`src/rtl/mem_a_skew.sv`:
```
// Systolic-array A-operand tile buffer with built-in diagonal output skew.
// Ports: clk, rst (async, active-high); wr_en/wr_row/wr_data load one row
// of K elements while idle; go/recirc start a stream (recirc keeps the
// tile afterwards); busy/done handshake; wr_err flags rejected writes;
// a_valid/a_out carry the skewed rows (row i at a_out[i*BITS_AB +: BITS_AB]).
module mem_a_skew #(
   parameter int BITS_AB = 32,
   parameter int DIM     = 8,
   parameter int K       = 8
) (
   input  logic                     clk,
   input  logic                     rst,
   input  logic                     wr_en,
   input  logic [$clog2(DIM)-1:0]   wr_row,
   input  logic [K*BITS_AB-1:0]     wr_data,
   input  logic                     go,
   input  logic                     recirc,
   output logic                     busy,
   output logic                     done,
   output logic                     wr_err,
   output logic                     a_valid,
   output logic [DIM*BITS_AB-1:0]   a_out
);

   localparam int RW = $clog2(DIM);
   localparam int TW = $clog2(DIM + K);
   localparam logic [TW-1:0] T_LAST = TW'(DIM + K - 2);
   localparam logic [RW:0]   DIM_W  = (RW + 1)'(DIM);

   typedef enum logic [1:0] {
      IDLE   = 2'd0,
      STREAM = 2'd1,
      DONE   = 2'd2
   } state_t;

   state_t state_q, state_d;

   logic [BITS_AB-1:0]   mem_q [DIM][K];
   logic [BITS_AB-1:0]   mem_d [DIM][K];
   logic [DIM-1:0]       loaded_q, loaded_d;
   logic [TW-1:0]        t_q, t_d;
   logic                 recirc_q, recirc_d;
   logic                 busy_q, busy_d;
   logic                 done_q, done_d;
   logic                 wr_err_q, wr_err_d;
   logic                 a_valid_q, a_valid_d;
   logic [DIM*BITS_AB-1:0] a_out_q, a_out_d;
   logic                 row_ok;

   // Only reachable when DIM is not a power of two.
   assign row_ok = ({1'b0, wr_row} < DIM_W);

   always_comb begin
      state_d  = state_q;
      mem_d    = mem_q;
      loaded_d = loaded_q;
      t_d      = t_q;
      recirc_d = recirc_q;
      done_d   = 1'b0;
      wr_err_d = 1'b0;

      unique case (state_q)
         IDLE: begin
            if (go) begin
               // go wins over a simultaneous write; the write is dropped.
               recirc_d = recirc;
               t_d      = '0;
               state_d  = STREAM;
               wr_err_d = wr_en;
            end else if (wr_en) begin
               if (row_ok) begin
                  for (int r = 0; r < DIM; r++) begin
                     if (wr_row == RW'(r)) begin
                        for (int j = 0; j < K; j++) begin
                           mem_d[r][j] = wr_data[j*BITS_AB +: BITS_AB];
                        end
                        loaded_d[r] = 1'b1;
                     end
                  end
               end else begin
                  wr_err_d = 1'b1;
               end
            end
         end
         STREAM: begin
            wr_err_d = wr_en;
            if (t_q == T_LAST) begin
               state_d = DONE;
            end else begin
               t_d = t_q + 1'b1;
            end
         end
         DONE: begin
            wr_err_d = wr_en;
            done_d   = 1'b1;
            state_d  = IDLE;
            t_d      = '0;
            if (!recirc_q) begin
               for (int r = 0; r < DIM; r++) begin
                  for (int j = 0; j < K; j++) begin
                     mem_d[r][j] = '0;
                  end
               end
               loaded_d = '0;
            end
         end
         default: begin
            state_d = IDLE;
         end
      endcase

      // Held high through the done cycle, which falls after DONE.
      busy_d = (state_d != IDLE) | done_d;
   end

   // Row i at step t shows column t-i; matching t against i+j avoids
   // a subtraction and the negative-index case.
   always_comb begin
      a_valid_d = (state_q == STREAM);
      a_out_d   = '0;
      if (state_q == STREAM) begin
         for (int i = 0; i < DIM; i++) begin
            for (int j = 0; j < K; j++) begin
               if (loaded_q[i] && (t_q == TW'(i + j))) begin
                  a_out_d[i*BITS_AB +: BITS_AB] = mem_q[i][j];
               end
            end
         end
      end
   end

   always_ff @(posedge clk or posedge rst) begin
      if (rst) begin
         state_q   <= IDLE;
         loaded_q  <= '0;
         t_q       <= '0;
         recirc_q  <= 1'b0;
         busy_q    <= 1'b0;
         done_q    <= 1'b0;
         wr_err_q  <= 1'b0;
         a_valid_q <= 1'b0;
         a_out_q   <= '0;
         for (int r = 0; r < DIM; r++) begin
            for (int j = 0; j < K; j++) begin
               mem_q[r][j] <= '0;
            end
         end
      end else begin
         state_q   <= state_d;
         loaded_q  <= loaded_d;
         t_q       <= t_d;
         recirc_q  <= recirc_d;
         busy_q    <= busy_d;
         done_q    <= done_d;
         wr_err_q  <= wr_err_d;
         a_valid_q <= a_valid_d;
         a_out_q   <= a_out_d;
         for (int r = 0; r < DIM; r++) begin
            for (int j = 0; j < K; j++) begin
               mem_q[r][j] <= mem_d[r][j];
            end
         end
      end
   end

   assign busy    = busy_q;
   assign done    = done_q;
   assign wr_err  = wr_err_q;
   assign a_valid = a_valid_q;
   assign a_out   = a_out_q;

endmodule
```
`config.mk`:
```
export PLATFORM = sky130hd
export DESIGN_NAME = mem_a_skew
export DESIGN_NICKNAME = d
export VERILOG_FILES = /design/src/rtl/mem_a_skew.sv
export SDC_FILE = /design/constraint.sdc
export NUM_CORES = 2
export LEC_CHECK = 0
export BUFFER_PORTS_ARGS = -buffer_cell sky130_fd_sc_hd__buf_2
export CAP_MARGIN = 20
export CORE_ASPECT_RATIO = 1.5
export CORE_UTILIZATION = 48
export CTS_BUF_LIST = sky130_fd_sc_hd__clkbuf_16
export CTS_CLUSTER_DIAMETER = 150
export DETAILED_ROUTE_END_ITERATION = 7
export HOLD_SLACK_MARGIN = 0.1
export PLACE_DENSITY_LB_ADDON = 0.2
export SETUP_SLACK_MARGIN = 0.05
export SYNTH_ARGS = -nofsm -noshare
export SYNTH_HDL_FRONTEND = slang
export SYNTH_SLANG_ARGS = --single-unit
export TNS_END_PERCENT = 10
```
`constraint.sdc`:
```
create_clock -name clk -period 169.4 [get_ports clk]
set_clock_uncertainty 0.2 [all_clocks]
set_input_delay 16.94 -clock clk [delete_from_list [all_inputs] [get_ports clk]]
set_output_delay 16.94 -clock clk [all_outputs]
set_load 0.01 [all_outputs]
```
======== Word level (Yosys, flattened, before mapping) ========
Cells that the tools add are included.
operators by class
  add/sub/neg operators ................... 1
  eq/ne operators ......................... 36
  muxes and demuxes ....................... 98
  bitwise logic cells ..................... 1
  reduce and logical (&&, ||, !) cells .... 81
operators by type and width
  cell                                                                   count
  2048-bit 2-to-1 mux                                                    3
  2048-bit one-hot mux with 2 select lines                               1
  256-bit 2-to-1 mux                                                     9
  32-bit 2-to-1 mux                                                      64
  1-bit logical AND                                                      64
  5-bit AND reduction                                                    8
  4-bit equality test, second input constant                             7
  2-bit != test, second input constant                                   13
  8-bit 2-to-1 mux                                                       3
  4-bit by 3-bit equality test with 1-bit output, second input constant  4
  8-bit one-hot mux with 2 select lines                                  1
  3-bit equality test, second input constant                             4
  4-bit one-hot mux with 3 select lines                                  1
  1-bit 2-to-1 mux                                                       10
  4-bit by 2-bit equality test with 1-bit output, second input constant  2
  4-bit 2-to-1 mux                                                       2
  3-bit by 2-bit equality test with 1-bit output, second input constant  2
  4-bit by 1-bit adder with 4-bit output, second input constant          1
  4-bit by 1-bit equality test with 1-bit output, second input constant  1
  4-bit zero test                                                        1
  2-bit 2-to-1 mux                                                       2
  2-bit one-hot mux with 2 select lines                                  1
  2-bit nonzero test                                                     2
  3-bit by 1-bit equality test with 1-bit output, second input constant  1
  other kinds (10)                                                       10
word-level totals
  flip-flop bits (word level) ............. 2323
  input port bits ......................... 264
  output and inout port bits .............. 260
  word-level logic and storage cells ...... 297

======== Depth between registers and ports, before layout ========
  depth after elaboration ................. 11
  gate-level depth with buffers ........... 11
  mapped depth without buffers ............ 7

======== Worst setup path before layout ========
Ideal clock, no wire load.
  path type ............................... input port to flip-flop
  from .................................... in go
  to ...................................... reg loaded_q[3]
  library setup time ...................... 0.133 ns
  arrival ................................. 18.209 ns
  required time ........................... 169.067 ns
  slack ................................... 150.858 ns
  stages on the path ...................... 8
  buffers on the path ..................... 3
  cells stage by stage .................... nand3b_1 -> a22oi_4 -> nand2_1 -> buf_2 -> clkbuf_1 -> buf_2 -> nand2_1 -> o21ai_0
between the ends
  word-level cells in the longest chain between the ends .. 2
ends and longest elaborated chain
  item                                  RTL line  text
  from (decl)                           16        input logic go,
  2-bit != test (no source line)        --
  5-bit AND reduction (no source line)  --
  to (signal assigned)                  150       loaded_q <= loaded_d;
  to (decl)                             40        logic [DIM-1:0] loaded_q, loaded_d;
No other way between the ends.
A chain may end at the register's enable or synchronous reset.

==> impl_results.md <==
* Largest net degree at the start of global routing at 267
* Switching power share of the total at 40.2%
* Sequential share of power at 44.8%
* Full die area at 210000 um2
* Cell count after synthesis at 10700
* Initial Util at 48.4%
* # nets final at 10900
* CP Launch Type: primary input
* Die H at 561 um
* Total grt overflow at 0
* Post-synth cell types at 71
* Max Clk Rate at 0.0478 GHz
* Power density over the cells at 19.2 nW/um2
* Register bit count reported by yosys at 2323
* Pre-antenna DRT Iters at 6
* Syn Std Cell Area at 99900 um2
* Worst-Skew Late Latency at 0.88 ns
* Seq/Total Area, Yosys at 58.2%
* Number of post-CTS setup repair buffers at 0
* Final hold vios at 0
* Async SR Flop Fraction at 100%
* Slew headroom at 10.5%
* Leakage power at 50.8 nW
* Crit Path Category: primary input to async pin
* Crit-path leading delay family: buffers and inverters
* Mapped Nets at 11000
* Count of pins over their slew limit at 0
* Port buffer count at 523
* Vias in the first global route at 79100
* Most common cell on crit path: buf_4
* Worst IR drop on VDD at 0.0000155 V
* # DRC at 0
* Detail Route Antenna Nets at 0
* Vias/cell at 6.36
* Htree depth at 4
* Number of core rows at 204
* Power share of the clock group at 22.3%
* CTS Root Cell: clkbuf_16
* TritonCTS clock tree: yes
* Commonest cells after routing, fill and taps aside: o21ai_0, dfrtp_1, nand2_1
* Primary FF master, synth: dfrtp_1
* Area Overhead vs Synth at 10.7%
* Total power at 2.12 mW
* Worst Path Arrival at 21.60 ns
* Critical Path End Type: async pin
* First-pass GRT wire length at 581000 um
* Number of gates resized after cts at 0
* Psw at 0.854 mW
* DRT iter0 DRCs at 11000
* Post-synth EDFFs at 0
* Share of cells above drive strength 1 at 9.87%
* CP max-delay cell: buf_4
* Crit path cell chain: buf_2, inv_8, buf_4, buf_4, buf_4, buf_4, buf_4
* Combinational power share at 32.9%
* Syn Area/Cell at 9.34 um2
* Clk buf depth at 4
* Initial antenna violation count at 51
* Period utilisation layout at 12.3%
* CP Buf/Inv Count at 7
* Worst path max stage delay at 0.83 ns
* Clock slew at reported path FFs at 0.06 ns
* DP HPWL at 268000 um
* Fill cells at 18800
* Clk sinks at 2323
* Number of I/O pins at 524
* Yosys warns at 0
* Outcome: completed
* Pint at 1.27 mW
* Maxcap violations at 0
* Min setup slack post-route at 148.48 ns
* TritonCTS buffer count at 219
* Commonest non-fill, non-tap cell in the layout: o21ai_0
* Post-CTS Hold Fix Bufs at 0
* Dpl ws at 147.39 ns
* Chip width at 374 um
* CP max FO at 95
* Final setup viols at 0
* Core area at 206000 um2
* Hold Path Class: register to register
* Routed vias at 86000
* Final setup TNS at 0 ns
* GPL Wtd Cong at 0.945
* Critical Path RT at 170.08 ns
* WL final at 410000 um
* Minimum clock period at 20.92 ns
* Worst-Margin Slew at 1.33 ns
* RSZ-0062 raised after global routing: no
* GRT Total Usage at 38.4%
* DR WL/cell at 30.3 um
-- cell families after synthesis --
logic type	count (synthesis)	synth area share, %
compound gates	4225	24.3
buf+inv	1116	4.52
simple gates	2990	12.6
fa+ha+maj	8	0.100
mux	31	0.312
flops	2323	58.2
-- metal layers --
layer / GRT usage [%] / wire [um] / share of wire (%)
met1: 53.4 / 164000 / 40
met2: 53.3 / 168000 / 41
met3: 16.4 / 61700 / 15
met4: 13.3 / 16200 / 4.0
met5: 0 / 274 / 0.067
-- power by group through the flow --
| stage | Sequential, mW | Clock, mW | Combinational, mW |
|---|---|---|---|
| 6_report | 0.951 | 0.475 | 0.699 |
| 5_1_grt | 0.979 | 0.497 | 0.757 |
| 4_1_cts | 0.946 | 0.476 | 0.672 |
| 3_5_place_dp | 0.955 | 0 | 0.670 |
| 3_3_place_gp | 0.943 | 0 | 0.651 |
| 2_1_floorplan | 0.937 | 0 | 0.422 |
-- flip-flops by register name (all words and copies together), names as in the netlist --
register and count:
mem_q 2048, done 1, state_q 2, a_valid 1, t_q 4, recirc_q 1
loaded_q 8, busy 1, wr_err 1, a_out 256
-- path summary, 6_finish.rpt --
| kind | start | endpoint | slack (ns) | cells after the start |
|---|---|---|---|---|
| max | rst | mem_q[6]$_DFFE_PP0P_ | 148.48 | 7 |
| min | mem_q[1778]$_DFFE_PP0P_ | mem_q[1778]$_DFFE_PP0P_ | 0.27 | 2 |
| max reg2reg | t_q[0]$_DFFE_PP0P_ | a_out[77]$_DFF_PP0_ | 163.79 | 9 |
| min reg2reg | mem_q[1778]$_DFFE_PP0P_ | mem_q[1778]$_DFFE_PP0P_ | 0.27 | 2 |
| max in group clk | go | mem_q[1663]$_DFFE_PP0P_ | 149.06 | 8 |
| min in group asynchronous | rst | mem_q[566]$_DFFE_PP0P_ | 16.00 | 2 |
-- worst min-delay path, cell delays in order, from the launching register on --
cell and delay (ns):
dfrtp_1 0.34, nand2_1 0.04, o21ai_0 0.06
-- cell usage after synthesis, types with 4 or more instances --
master     count  area (um2)
nor3b_1        5        37.5
o21ai_0     2473       12400
a31oi_1      116         726
nand3b_1      15         113
dfrtp_1     2323       58100
buf_2        176         881
inv_1        136         510
and3_1        42         263
a21o_1        50         375
o22ai_1      121         757
o32ai_1       32         280
ha_1           8         100
nor2_1       197         739
o2bb2ai_1     42         368
o31ai_1        9        67.6
clkbuf_1     736        2760
o21a_1         4        30.0
buf_1         41         154
nand4_1        7        43.8
a2bb2oi_1     53         464
nand2b_1     266        1660
o21ai_1       39         195
mux2i_1       30         300
and3b_1        6        52.6
a21oi_1      660        3300
nand3_1       71         355
buf_4         22         165
o221a_2       10         113
o221ai_1     118        1030
a221o_1       79         791
nor2b_1       21         131
or3_1         37         231
a221oi_1      95         832
nand2_1     2264        8500
and2_1         7        43.8
o211ai_1      96         721
a22o_1        32         280
a32oi_1       57         499
a22oi_1      122         916
nor3_1        24         120
a211oi_1       5        37.5
-- metrics by stage --
stage | hold slack, ns | std cells | instance area, um2 | utilization [%]
3_3_place_gp | 0.253 | 13100 | 104000 | 50.3
4_1_cts | 0.276 | 13500 | 110000 | 53.5
5_1_grt | 0.287 | 13500 | 111000 | 53.6
3_5_place_dp | 0.262 | 13100 | 104000 | 50.3
2_1_floorplan | 0.242 | 10700 | 99900 | -
6_report | 0.275 | 13500 | 111000 | 53.6
-- layout make-up --
cell class	instances	area [um2]	area share, %
Sequential cell	2323	58100	52.6
Timing Repair Buffer	720	4330	3.91
Clock buffer	222	5560	5.02
Inverter	136	518	0.468
Antenna cell	20	50.0	0.0453
Tap cell	2678	3350	3.03
Clock inverter	161	1050	0.947
Multi-Input combinational cell	7254	37600	34.0
Power figures use the tool's default switching activity.
